File: config.mk
export PLATFORM = sky130hd
export DESIGN_NAME = fifo_wr_arbiter
export DESIGN_NICKNAME = d
export VERILOG_FILES = /design/src/rtl/fifo_wr_arbiter.sv
export SDC_FILE = /design/constraint.sdc
export NUM_CORES = 1
export LEC_CHECK = 0
export ABC_AREA = 1
export ABC_CLOCK_PERIOD_IN_PS = 2900
export BUFFER_PORTS_ARGS = -buffer_cell sky130_fd_sc_hd__buf_4
export CAP_MARGIN = 20
export CORE_MARGIN = 8
export CORE_UTILIZATION = 35
export DETAILED_ROUTE_END_ITERATION = 7
export MAX_ROUTING_LAYER = met4
export PLACE_DENSITY = 0.59
export SETUP_SLACK_MARGIN = 0.4
export SYNTH_ARGS = -nofsm -noshare
export SYNTH_HDL_FRONTEND = slang
export SYNTH_SLANG_ARGS = --single-unit
File: constraint.sdc
create_clock -name wclk -period 2.9 [get_ports wclk]
set_input_delay 0.58 -clock wclk [delete_from_list [all_inputs] [get_ports wclk]]
set_output_delay 0.58 -clock wclk [all_outputs]
set_load 0.01 [all_outputs]
File: src/rtl/fifo_wr_arbiter.sv
// Write-side arbiter in front of an async FIFO: round-robin between NREQ requesters,
// bursts of up to BURST words per owner, stalls on full/almost-full, registered write port.
module fifo_wr_arbiter #(
    parameter int NREQ  = 4,
    parameter int DSIZE = 8,
    parameter int BURST = 4
) (
    input  logic                    wclk,
    input  logic                    wrst,
    input  logic [NREQ-1:0]         req,
    input  logic [NREQ*DSIZE-1:0]   wdata_in,
    input  logic                    wfull,
    input  logic                    afull_n,
    output logic [NREQ-1:0]         gnt,
    output logic                    winc,
    output logic [DSIZE-1:0]        wdata,
    output logic [$clog2(NREQ)-1:0] owner,
    output logic                    busy
);

    localparam int OW = $clog2(NREQ);
    localparam int CW = 4;

    localparam logic [1:0] ST_IDLE  = 2'd0;
    localparam logic [1:0] ST_BURST = 2'd1;
    localparam logic [1:0] ST_STALL = 2'd2;

    localparam logic [OW-1:0] LAST_IDX = OW'(NREQ - 1);
    localparam logic [CW-1:0] CNT_MAX  = CW'(BURST);

    // First requester at or after start, wrapping; MSB flags that a winner exists.
    function automatic logic [OW:0] pick_first(input logic [NREQ-1:0] r, input logic [OW-1:0] start);
        logic [OW-1:0] hi_idx;
        logic [OW-1:0] lo_idx;
        logic          hi_hit;
        logic          lo_hit;
        hi_idx = {OW{1'b0}};
        lo_idx = {OW{1'b0}};
        hi_hit = 1'b0;
        lo_hit = 1'b0;
        for (int i = NREQ - 1; i >= 0; i--) begin
            if (r[i]) begin
                lo_hit = 1'b1;
                lo_idx = OW'(i);
                if (OW'(i) >= start) begin
                    hi_hit = 1'b1;
                    hi_idx = OW'(i);
                end
            end
        end
        return hi_hit ? {1'b1, hi_idx} : {lo_hit, lo_idx};
    endfunction

    logic [1:0]       state_r;
    logic [1:0]       state_n_s;
    logic [OW-1:0]    rr_ptr_r;
    logic [OW-1:0]    rr_ptr_n_s;
    logic [OW-1:0]    owner_r;
    logic [OW-1:0]    owner_n_s;
    logic [CW-1:0]    cnt_r;
    logic [CW-1:0]    cnt_n_s;
    logic             winc_r;
    logic [DSIZE-1:0] wdata_r;
    logic             busy_r;

    logic             blocked_s;
    logic             own_req_s;
    logic [OW-1:0]    rel_ptr_s;
    logic [OW:0]      idle_pick_s;
    logic [OW:0]      rel_pick_s;
    logic             take_s;
    logic [OW-1:0]    take_idx_s;
    logic [NREQ-1:0]  gnt_s;
    logic [DSIZE-1:0] gword_s;

    assign blocked_s   = wfull | ~afull_n;
    assign own_req_s   = req[owner_r];
    assign rel_ptr_s   = (owner_r == LAST_IDX) ? {OW{1'b0}} : owner_r + OW'(1);
    assign idle_pick_s = pick_first(req, rr_ptr_r);
    assign rel_pick_s  = pick_first(req, rel_ptr_s);

    // Next-state, grant decision and pointer/counter updates.
    always_comb begin
        state_n_s  = state_r;
        owner_n_s  = owner_r;
        cnt_n_s    = cnt_r;
        rr_ptr_n_s = rr_ptr_r;
        take_s     = 1'b0;
        take_idx_s = owner_r;
        case (state_r)
            ST_IDLE: begin
                if (idle_pick_s[OW] && !blocked_s) begin
                    take_s     = 1'b1;
                    take_idx_s = idle_pick_s[OW-1:0];
                    owner_n_s  = idle_pick_s[OW-1:0];
                    cnt_n_s    = 4'd1;
                    state_n_s  = ST_BURST;
                end else begin
                    state_n_s  = ST_IDLE;
                end
            end
            // STALL is only entered with cnt below BURST, so both states share the same rules.
            ST_BURST, ST_STALL: begin
                if (own_req_s && (cnt_r < CNT_MAX)) begin
                    if (!blocked_s) begin
                        take_s    = 1'b1;
                        cnt_n_s   = cnt_r + 4'd1;
                        state_n_s = ST_BURST;
                    end else begin
                        state_n_s = ST_STALL;
                    end
                end else begin
                    rr_ptr_n_s = rel_ptr_s;
                    if (rel_pick_s[OW] && !blocked_s) begin
                        take_s     = 1'b1;
                        take_idx_s = rel_pick_s[OW-1:0];
                        owner_n_s  = rel_pick_s[OW-1:0];
                        cnt_n_s    = 4'd1;
                        state_n_s  = ST_BURST;
                    end else begin
                        cnt_n_s    = 4'd0;
                        state_n_s  = ST_IDLE;
                    end
                end
            end
            default: begin
                cnt_n_s   = 4'd0;
                state_n_s = ST_IDLE;
            end
        endcase
    end

    // One-hot accept, forced low during reset, and the matching data word.
    always_comb begin
        gnt_s   = {NREQ{1'b0}};
        gword_s = {DSIZE{1'b0}};
        for (int i = 0; i < NREQ; i++) begin
            gnt_s[i] = take_s & ~wrst & (take_idx_s == OW'(i));
            gword_s  = gword_s | (wdata_in[i*DSIZE +: DSIZE] & {DSIZE{gnt_s[i]}});
        end
    end

    // State registers and the registered FIFO write port.
    always_ff @(posedge wclk or posedge wrst) begin
        if (wrst) begin
            state_r  <= ST_IDLE;
            rr_ptr_r <= {OW{1'b0}};
            owner_r  <= {OW{1'b0}};
            cnt_r    <= 4'd0;
            winc_r   <= 1'b0;
            wdata_r  <= {DSIZE{1'b0}};
            busy_r   <= 1'b0;
        end else begin
            state_r  <= state_n_s;
            rr_ptr_r <= rr_ptr_n_s;
            owner_r  <= owner_n_s;
            cnt_r    <= cnt_n_s;
            winc_r   <= |gnt_s;
            wdata_r  <= (|gnt_s) ? gword_s : wdata_r;
            busy_r   <= (state_n_s != ST_IDLE);
        end
    end

    assign gnt   = gnt_s;
    assign winc  = winc_r;
    assign wdata = wdata_r;
    assign owner = owner_r;
    assign busy  = busy_r;

endmodule
==> key figures <==
Clock tree
  • Clk Latency, worst-skew pair: approximately 260 ps
  • Number of H-tree branching levels: 1
  • CTS tree: done
  • Clock tree buffer depth: 2
  • Clk sinks: 20
  • CTS Buf Count: 3
  • Clock transition at the registers of the reported paths: about 80 ps
  • Cell at the root of the clock tree: clkbuf_8

STA
  • Period minus WS final: 2550 ps
  • Final WS setup: 354 ps
  • Max Fclk: 0.393 GHz
  • Count of final setup violators: 0
  • Max-slew violations: 0
  • Setup clock skew after layout: between 6 and 7 ps
  • Unrepaired setup endpoints after global routing: true
  • Worst-case headroom to the max-slew limit: approximately 47%
  • Slew at the pin closest to its max-slew limit: 787 ps
  • Final Hold Vio Count: 0
  • Total negative slack: 0 ps
  • Post-route clock period utilization: slightly below 90%

Power
  • Power density cells: between 800 and 900 nW/um^2
  • Clock share of power: between 10 and 15%
  • Relative contribution of combinational cells to total power: between 60% and 70%
  • Net switching power of the design: between 800 and 900 uW
  • Leakage power: around 0.0013 uW
  • Net Sw Frac: 45.1%
  • Seq pwr share: a little under a quarter
  • Max IR drop VDD: roughly 0.6 mV
  • Total internal power: around 1100 uW

Final layout
  • Leading cell type in the layout, fill and taps excluded: nand2_1
  • N_diodes: 0
  • Commonest non-fill, non-tap cells in the layout: nand2_1, buf_4, nand4_1
  • Layout cells sized above 1: 40.5%
  • Net count of the finished layout: 342
  • Area added between synthesis and finish: 50.4%

Critical path
  • Crit path capture: gnt[3]
  • Reg2reg setup slack: just under 700 ps
  • Top fanout value on the critical path: 5
  • Crit path launch: owner[1]
  • Worst Reg2Reg Path Length in Cells: 15
  • Sort of element at the end of the critical path: output port
  • Reg2Reg Launch Point: owner[1]
  • Data required time at the worst endpoint: 2320 ps
  • Capture instance of the worst register-to-register path: wdata[5]
  • Startpoint Class: flop
  • Worst Path Arrival: 1970 ps
  • Critical Setup Path Class: reg2out

Placement
  • Routability congestion estimate from global placement: about 0.86
  • Number of buffers added on ports: 55
  • Pre-CTS worst setup slack: approximately 310 ps
  • Post-detailed-placement half-perimeter wirelength: around 3500 um

Drt
  • Drt pass-1 iters: 4
  • Met3 wirelength from detailed routing: approximately 270 um
  • Per-cell via count in the routed design: 4.84
  • WL met1: between 2000 and 2500 um
  • Detailed Route WL: between 4000 and 5000 um
  • Top metal layer carrying routed signals: met4
  • Total vias in the final route: between 1500 and 2000
  • Met2 layer wire length in the routed design: 2180 um
  • Average wire per cell in the routed design: ~13 um
  • Post-detailed-route DRC marker count: 0
  • Starting DRT DRC Count: 37
  • Routed Antenna Nets: 0

Logic synthesis
  • Synth top area share: ~32%
  • Distinct cell type count after synthesis: 26
  • Proportion of register bits with asynchronous set or reset after synthesis: 100%
  • Synth top area cells: dfrtp_1, nand2_1, nand4_1, nor2_1, inv_1
  • Synthesized Nets: 270
  • Cell type contributing the most total cell area after synthesis: dfrtp_1
  • Number of flops mapped to enable cells by yosys: 0
  • Post-synthesis register bit count: 20
  • Mapped Cells: approximately 230
  • Sequential area share after synthesis: roughly a third
  • Main flop type after synthesis: dfrtp_1
  • Post-synthesis cell area: ~1600 um^2
  • Number of synthesis warnings: 0
  • Synth Area per Inst: 6.90 um^2

Die
  • IO Count: 56
  • Horizontal die dimension: about 83 um
  • Die area: 6820 um^2
  • Starting density of the core: 35.9%
  • Site row count: 24
  • Die Y-Extent: approximately 83 um
  • Area of the core: around 4300 um^2

Global route
  • Antenna violations before repair: 0
  • Total congestion overflow: 0
  • Wire length of the first global-routing pass: around 7500 um
  • Via count of the first global-routing pass: ~1700
  • Overall fraction of global-route tracks in use: between 10 and 15%
  • Largest net degree at the start of global routing: 21

Worst hold path
  • Cell depth of the worst min-delay path: 2
  • Start point of the worst min-delay path: wdata[6]
  • Hold Path Class: reg2reg

Outcome
  • Outcome: finished clean

Job
  • Number of max-capacitance violations reported: 0
[power by group through the flow]
stage / Sequential (uW) / Combinational (uW) / Clock [uW]
after floorplan: 482 / 629 / 0
after detailed placement: 462 / 943 / 0
after CTS: 459 / 1140 / 222
after global placement: 463 / 938 / 0
final: 467 / 1300 / 215
after global routing: 484 / 1420 / 230
[worst min-delay path by stage]
stage                     to  slack [ps]
finish              wdata[6]         490
detailed placement  wdata[2]         470
global route        wdata[2]         520
floorplan           cnt_r[2]         450
global placement    wdata[2]         470
CTS                 wdata[6]         490
[routing by layer]
layer / track usage, % / vias to the layer above
li1: - / 871
met3: 3.68 / 2
met1: 17.6 / 769
met4: 3.79 / 0
met2: 22.9 / 43
met5: - / -
[synthesized netlist by cell type, types with 2 or more instances]
| master | number |
|---|---|
| dfrtp_1 | 20 |
| o21ai_0 | 5 |
| nor2_1 | 24 |
| nand3_2 | 4 |
| buf_4 | 4 |
| nand3_1 | 11 |
| buf_6 | 2 |
| nand2_2 | 3 |
| nand4_1 | 24 |
| inv_2 | 4 |
| nand2_4 | 2 |
| nand2_1 | 83 |
| nor2_8 | 2 |
| ha_1 | 5 |
| inv_1 | 20 |
| a21oi_1 | 2 |
[cell families after synthesis]
kind of cell	Yosys count	share of synthesized area, %
flip-flops	20	32.3
adder cells (fa/ha/maj)	5	4.03
AND/OR/NAND/NOR	157	49.4
AO/OA/AOI/OAI	12	4.76
buffers and inverters	31	9.52
[registers in the layout, summed over array words and instances (netlist names)]
| signal | count |
|---|---|
| owner | 2 |
| busy | 1 |
| state_r | 2 |
| wdata | 8 |
| rr_ptr_r | 2 |
| winc | 1 |
| cnt_r | 4 |
[worst max-delay path, cell delays in order (launching register included)]
cell	delay [ps]
dfrtp_2	470
ha_4	270
nand2_4	80
nand2_4	60
inv_1	50
nand2_1	70
nand3_2	70
nand3_2	80
nand3_2	80
nand2_4	90
buf_6	140
nor2_8	120
buf_6	110
[stage by stage]
step	power, uW	utilization (%)	hold WS (ps)	cells	cell area (um^2)
final	1980	54.0	489	348	2330
after global routing	2130	54.0	521	348	2330
after CTS	1830	51.2	492	344	2210
after detailed placement	1400	46.2	471	329	2000
after global placement	1400	46.2	470	329	2000
after floorplan	1110	-	454	225	1550
[cell type report]
| type | instances | area, um^2 |
|---|---|---|
| sequential | 20 | 503 |
| timing repair buffer | 73 | 567 |
| inverter | 25 | 103 |
| tap | 52 | 65.1 |
| clock buffer | 4 | 55.1 |
| fill | 474 | 1990 |
| multi-input combinational | 174 | 1040 |
[what timing repair did]
action                                  CTS  global route
gates resized for setup                  18            22
buffers inserted                         11             4
pin swaps                                 9            11
hold buffers                              0             0
endpoints found under the setup margin    4             4
(Power assumes the default switching activity.)
